<file path="config.mk">
export PLATFORM = sky130hd
export DESIGN_NAME = demultiplexador
export DESIGN_NICKNAME = d
export VERILOG_FILES = /design/src/rtl/demultiplexador_pkg.sv /design/src/rtl/demultiplexador_registro_saida.sv /design/src/rtl/demultiplexador.sv
export SDC_FILE = /design/constraint.sdc
export NUM_CORES = 1
export LEC_CHECK = 0
export BUFFER_PORTS_ARGS = -buffer_cell sky130_fd_sc_hd__buf_2
export CAP_MARGIN = 20
export CORE_ASPECT_RATIO = 0.5
export CORE_MARGIN = 2
export CORE_UTILIZATION = 45
export DETAILED_ROUTE_END_ITERATION = 10
export GPL_ROUTABILITY_DRIVEN = 0
export PLACE_DENSITY = 0.72
export SKIP_LAST_GASP = 1
export SLEW_MARGIN = 10
export SYNTH_ARGS = -nofsm -noshare
export SYNTH_HDL_FRONTEND = slang
export SYNTH_SLANG_ARGS = --single-unit
</file>
<file path="constraint.sdc">
create_clock -name clock -period 1.7 [get_ports clock]
set_input_delay 0.085 -clock clock [delete_from_list [all_inputs] [get_ports clock]]
set_output_delay 0.085 -clock clock [all_outputs]
set_load 0.02 [all_outputs]
</file>
<file path="src/rtl/demultiplexador_pkg.sv">
// demultiplexador_pkg
// Shared encodings for the 1-to-3 distribution demultiplexer and the
// 3-input datapath multiplexer callers.
//   SEL_*        : destination select codes
//   estado_canal_t : per-channel holding register state (VAZIO / CHEIO)
package demultiplexador_pkg;

    localparam logic [1:0] SEL_SAIDA0   = 2'b00;
    localparam logic [1:0] SEL_SAIDA1   = 2'b01;
    localparam logic [1:0] SEL_SAIDA2   = 2'b10;
    localparam logic [1:0] SEL_INVALIDA = 2'b11;

    localparam int NUM_CANAIS = 3;

    typedef enum logic {
        VAZIO = 1'b0,
        CHEIO = 1'b1
    } estado_canal_t;

endpackage

</file>
<file path="src/rtl/demultiplexador_registro_saida.sv">
// registro_saida
// One-entry valid/ready holding register for a single destination channel.
//
// state | meaning
// VAZIO | register empty, valido=0
// CHEIO | register holds a word, valido=1
//
// Ports:
//   clock, reset_n : clock and asynchronous active-low reset
//   carga          : load dado this edge (caller guarantees room, i.e.
//                    empty or draining in the same edge)
//   dado           : word to load
//   pronto         : destination consumes the held word
//   saida, valido  : held word and its valid flag
module registro_saida
    import demultiplexador_pkg::*;
#(
    parameter int LARGURA = 8
) (
    input  logic               clock,
    input  logic               reset_n,
    input  logic               carga,
    input  logic [LARGURA-1:0] dado,
    input  logic               pronto,
    output logic [LARGURA-1:0] saida,
    output logic               valido
);

    estado_canal_t estado;

    always_ff @(posedge clock or negedge reset_n) begin
        if (!reset_n) begin
            estado <= VAZIO;
            saida  <= '0;
            valido <= 1'b0;
        end else begin
            case (estado)
                VAZIO: begin
                    if (carga) begin
                        estado <= CHEIO;
                        saida  <= dado;
                        valido <= 1'b1;
                    end
                end
                CHEIO: begin
                    // A load coinciding with a drain replaces the word with no bubble.
                    if (carga) begin
                        saida <= dado;
                    end else if (pronto) begin
                        estado <= VAZIO;
                        valido <= 1'b0;
                    end
                end
                default: begin
                    estado <= VAZIO;
                    valido <= 1'b0;
                end
            endcase
        end
    end

endmodule

</file>
<file path="src/rtl/demultiplexador.sv">
// demultiplexador
// Registered 1-to-3 demultiplexer: one source word with valid/ready is
// routed by selecao to one of three one-entry destination registers.
// A stalled destination only blocks words addressed to it. Words with
// selecao=11 are dropped, flagged by a one-cycle erro_selecao pulse and
// counted in a saturating discard counter.
//
// Ports:
//   clock, reset_n                 : clock, asynchronous active-low reset
//   entrada, selecao               : source word and destination select
//   entrada_valido, entrada_pronto : source handshake
//   saidaK, saidaK_valido, saidaK_pronto : destination K register/handshake
//   erro_selecao                   : pulse after an invalid word is accepted
//   descartes                      : saturating count of dropped words
module demultiplexador
    import demultiplexador_pkg::*;
#(
    parameter int LARGURA          = 8,
    parameter int LARGURA_CONTADOR = 8
) (
    input  logic                        clock,
    input  logic                        reset_n,
    input  logic [LARGURA-1:0]          entrada,
    input  logic [1:0]                  selecao,
    input  logic                        entrada_valido,
    output logic                        entrada_pronto,
    output logic [LARGURA-1:0]          saida0,
    output logic [LARGURA-1:0]          saida1,
    output logic [LARGURA-1:0]          saida2,
    output logic                        saida0_valido,
    output logic                        saida1_valido,
    output logic                        saida2_valido,
    input  logic                        saida0_pronto,
    input  logic                        saida1_pronto,
    input  logic                        saida2_pronto,
    output logic                        erro_selecao,
    output logic [LARGURA_CONTADOR-1:0] descartes
);

    logic aceita;
    logic invalida;
    logic [NUM_CANAIS-1:0] carga;

    // Ready never looks at entrada_valido, so the source may wait on it freely.
    always_comb begin
        entrada_pronto = 1'b1;
        case (selecao)
            SEL_SAIDA0: entrada_pronto = !saida0_valido || saida0_pronto;
            SEL_SAIDA1: entrada_pronto = !saida1_valido || saida1_pronto;
            SEL_SAIDA2: entrada_pronto = !saida2_valido || saida2_pronto;
            default:    entrada_pronto = 1'b1;
        endcase
    end

    assign aceita   = entrada_valido && entrada_pronto;
    assign invalida = aceita && (selecao == SEL_INVALIDA);

    assign carga[0] = aceita && (selecao == SEL_SAIDA0);
    assign carga[1] = aceita && (selecao == SEL_SAIDA1);
    assign carga[2] = aceita && (selecao == SEL_SAIDA2);

    registro_saida #(.LARGURA(LARGURA)) u_registro0 (
        .clock   (clock),
        .reset_n (reset_n),
        .carga   (carga[0]),
        .dado    (entrada),
        .pronto  (saida0_pronto),
        .saida   (saida0),
        .valido  (saida0_valido)
    );

    registro_saida #(.LARGURA(LARGURA)) u_registro1 (
        .clock   (clock),
        .reset_n (reset_n),
        .carga   (carga[1]),
        .dado    (entrada),
        .pronto  (saida1_pronto),
        .saida   (saida1),
        .valido  (saida1_valido)
    );

    registro_saida #(.LARGURA(LARGURA)) u_registro2 (
        .clock   (clock),
        .reset_n (reset_n),
        .carga   (carga[2]),
        .dado    (entrada),
        .pronto  (saida2_pronto),
        .saida   (saida2),
        .valido  (saida2_valido)
    );

    always_ff @(posedge clock or negedge reset_n) begin
        if (!reset_n) begin
            erro_selecao <= 1'b0;
            descartes    <= '0;
        end else begin
            erro_selecao <= invalida;
            // Saturate: once all ones, further discards are not counted.
            if (invalida && (descartes != {LARGURA_CONTADOR{1'b1}})) begin
                descartes <= descartes + 1'b1;
            end
        end
    end

endmodule
</file>
---- Word-level counts from Yosys, hierarchy flattened ----
Cells that the tools add are included.
operators by class
  add/subtract/negate cells ............... 1
  equal/unequal tests ..................... 13
  mux-type cells .......................... 28
  bitwise gates (word level) .............. 3
  reductions and logical operators ........ 16
operators with widths
  kind                 number
  $mux 8               3
  $mux 1               18
  $ne 2x2->1 const B   6
  $pmux 1 s2           6
  $reduce_and 3->1     3
  $add 8x1->8 const B  1
  $ne 8x8->1 const B   1
  $logic_and 1x1->1    6
  $ne 2x1->1 const B   3
  $eq 2x2->1 const B   2
  $logic_not 1->1      3
  $logic_or 1x1->1     3
  $not 1->1            3
  $pmux 1 s3           1
  $eq 2x1->1 const B   1
  $logic_not 2->1      1
word-level totals
  register bits ........................... 39
  bits of input ports ..................... 16
  output and inout bits ................... 37
  logic and storage cells ................. 72

---- Longest topological paths before layout ----
  depth in word-level cells ............... 7
  mapped depth ............................ 5
  gate-level depth less buffers ........... 4

---- Modules after synthesis ----
From an unflattened synthesis, not the netlist that was laid out.
second synthesis, totals
  cell total of the unflattened synthesis .. 126
  area total of the unflattened synthesis .. 1795.5 um^2
modules (own cells, without submodules)
  module           instances  cells each  area each (um^2)  seq. area each (um^2)
  registro_saida   3          25          422.9             250.2
  demultiplexador  1          51          526.8             225.2

---- Worst setup path before layout ----
Ideal clock, no wire load.
  kind .................................... register to register
  start point ............................. register descartes[0]
  end point ............................... register descartes[1]
  library setup time ...................... 0.125 ns
  arrival time ............................ 1.398 ns
  data required time ...................... 1.575 ns
  setup slack ............................. 0.177 ns
  cell stages (with the launch flop) ...... 5
  buffers on the path ..................... 0
  period minus slack after synthesis ...... 1.523 ns
  cell sequence ........................... dfrtp_1 -> ha_1 -> nand3_1 -> o21ai_1 -> mux2_2
on the way
  word-level cells in the longest chain between the ends .. 2
  elaborated cells on any way between the ends .. 3
  classes of those cells .................. add/sub: 1; eq/ne: 1; reduce/logical: 1
ends and longest elaborated chain
  element                                                              RTL line                RTL
  from (decl)                                                          demultiplexador.sv:37   output logic [LARGURA_CONTADOR-1:0] descartes
  from (signal assigned)                                               demultiplexador.sv:100  descartes <= descartes + 1'b1;
  parallel branches: the longest is 2 deep, another holds $add 8x1->8  -
Parallel ways; which one is timed is not known.
A chain may end at the register's enable or synchronous reset.

---- Final worst setup path ----
  start point ............................. register u_registro2.valido
  end point ............................... output port entrada_pronto
on the way
  word-level cells in the longest chain between the ends .. 3
ends and longest elaborated chain
  element                 RTL line                              RTL
  from (decl)             demultiplexador_registro_saida.sv:26  output logic valido
  from (signal assigned)  demultiplexador_registro_saida.sv:35  valido <= 1'b0;
  from (signal assigned)  demultiplexador_registro_saida.sv:42  valido <= 1'b1;
  from (signal assigned)  demultiplexador_registro_saida.sv:51  valido <= 1'b0;
  $logic_not 1->1         demultiplexador.sv:50                 SEL_SAIDA2: entrada_pronto = !saida2_valido || saida2_pronto;
  $logic_or 1x1->1        demultiplexador.sv:50
  $pmux 1 s3              demultiplexador.sv:47                 case (selecao)
  to (decl)               demultiplexador.sv:26                 output logic entrada_pronto,
No other way between the ends.

==> impl_metrics.ini <==
[placed_design]
hpwlAfterDp_mm = 2.34
portBuffers = 52
post_dp_cell_area_sq_um = 1970

[floorplan]
fp.coreArea_sq_um = 3450
io_pins = 53
fp.dieW_microns = 89.1
rows = 15
start_util_pct = 47.2
die_area_sq_um = 4150
die_y_microns = 46.6

[cells_and_area]
fill_cells = 306
diodes = 0
layout_commonest_cell = buf_2
layout-drive-gt1-share_pct = 50.8
final_area_sq_um = 2110
final_cell_mix = buf_2 (52), dfrtp_1 (39), mux2_2 (28)
final_nets = 202
area_growth_pct = 29.3

[sta]
clock.fmax_ghz = 0.664
final-setup-viol-count = 0
rsz0062_at_grt = no
hold_viol = 0
finalCritPeriodShare_pct = 88.6
fin_worst_skew_ns = 0.00397
worst_pin_slew_ns = 0.485
drv_slew = 0
finalSetupTns_ns = 0
min_period_ns = 1.51
slew_headroom_pct = 67.6

[grt]
grt_remaining_overflow = 0
grt_max_degree = 40
antenna_found_initial = 0
grt.total_usage_pct = 16.9
grt_pass1_vias = 1113
grt_first_pass_wirelength_mm = 5.04

[power_and_ir_drop]
total_power_mw = 3.01
power_density_nw_per_um2 = 1430
leakage_nw = 1.02
ir_drop_uv = 629

[yosys]
synth_edf_count = 0
netlist_instances = 121
syn-cell-area_sq_um = 1630
avgSynthCellArea_sq_um = 13.5
synth_flop_cell = dfrtp_1
synth_fp_nets = 138
synthDistinctLibCells = 28
synth-seq-cells = 39
ys_warn_count = 0
yosysSeqAreaShare_pct = 59.9
async_reset_ff_share_pct = 100

[route]
drtIter0Drc = 80
drt-pass1-iter-count = 4
vias = 1209
wire_per_inst_microns = 14.3
wirelength_mm = 3.37
drc = 0
viasPerCell = 5.12
ant_nets = 0

[status]
status = finished clean

[clock_network]
cts_max_path_buffers = 2
cts.sinks = 39
root_buffer = clkbuf_8
hold_buffers = 3
post-cts-setup-buffers = 0
h-tree-depth = 2
cts-buffers-inserted = 5
clkTransAtPathRegs_ns = 0.07
post_cts_resized = 0
clk_latency_ns = 0.29
cts_tree = built

[setup_path]
r2r-start = descartes[0]
worst-setup-path-type = reg2out
regToRegEndpoint = descartes[1]
required_ns = 1.62
crit_start = u_registro2.valido
r2r_cells = 4
regToRegSetupSlack_ns = 0.20
cp.arrival_ns = 1.42
cp_max_fo = 3
crit_path_end_kind = output pin
start_kind = flop

[run]
drv_cap = 0

[worst_hold_path]
worst_hold_path.num_cells = 2
worst_hold_path_type = in2reg
hold_start = entrada[1]
whs_endpoint = u_registro1.saida[1]
[routing by layer]
metal / wire length (microns) / track usage, %
met2: 1750 / 28.9
met1: 1440 / 20.3
met5: 0 / 0
met4: 27 / 7.46
met3: 154 / 5.20
[worst max-delay path by stage]
stage	to	slack (ns)	cells past startpoint
floorplan	descartes[1]	0.18	4
global placement	descartes[1]	0.26	4
detailed placement	descartes[1]	0.21	4
CTS	entrada_pronto	0.17	4
global route	descartes[1]	0.09	4
finish	entrada_pronto	0.19	4
[metrics by stage]
| stage | utilization [%] | setup slack [ns] | hold WS, ns | std cells |
|---|---|---|---|---|
| floorplan | - | 0.177 | -0.211 | 121 |
| global placement | 57.1 | 0.263 | 0.159 | 226 |
| global route | 61.1 | 0.0939 | 0.0476 | 236 |
| CTS | 61.1 | 0.170 | 0.0444 | 236 |
| detailed placement | 57.1 | 0.205 | 0.167 | 226 |
| finish | 61.1 | 0.194 | 0.0512 | 236 |
[cell usage after synthesis, drive strengths merged, types with 2 or more instances]
cell type | count | share of area, %
nand4 | 3 | 1.2
nand2b | 3 | 1.2
nand3 | 4 | 1.8
nor3 | 2 | 1.3
a31oi | 6 | 2.3
nand2 | 6 | 1.4
a21oi | 3 | 0.92
o21ai | 4 | 1.2
dfrtp | 39 | 60
inv | 6 | 1.4
mux2 | 28 | 19
mux2i | 2 | 1.2
and3 | 3 | 1.2
[critical path, cell delays in order, from the launching register on]
cell	delay, ns
dfrtp_1	0.37
nor2b_1	0.34
a21bo_2	0.19
o21ai_0	0.07
buf_2	0.16
[power by group]
part	switching, mW	leakage [nW]	internal, mW	total (mW)
Sequential	0.147	0.476	1.16	1.31
Clock	0.318	0.0502	0.429	0.746
Combinational	0.563	0.498	0.393	0.955
Total	1.03	1.02	1.98	3.01
[cell families (layout without fill, tap and decap cells)]
family	after synthesis	after routing	share of synthesized area [%]
AOI/OAI and AO/OA	17	17	6.60
adders and majority gates	1	1	0.767
and+or+nand+nor	26	26	9.98
xor gates and xnor gates	1	1	0.537
buffers and inverters	7	71	1.69
muxes	30	30	20.6
DFF	39	39	59.9
[sequential cells by signal, indices dropped and copies added, names as in the netlist]
register / flops
descartes: 8
erro_selecao: 1
u_registro0.estado: 1
u_registro0.saida: 8
u_registro0.valido: 1
u_registro1.estado: 1
u_registro1.saida: 8
u_registro1.valido: 1
u_registro2.estado: 1
u_registro2.saida: 8
u_registro2.valido: 1
[final cells by class]
type	count	area [sq um]	share of cell area (%)
timing repair buffer	58	313	14.8
clock buffer	5	68.8	3.26
inverter	6	22.5	1.07
sequential	39	976	46.3
multi-input combinational	75	627	29.7
clock inverter	2	37.5	1.78
tap	51	63.8	3.03
No activity file was read; power rests on OpenSTA's default activity.
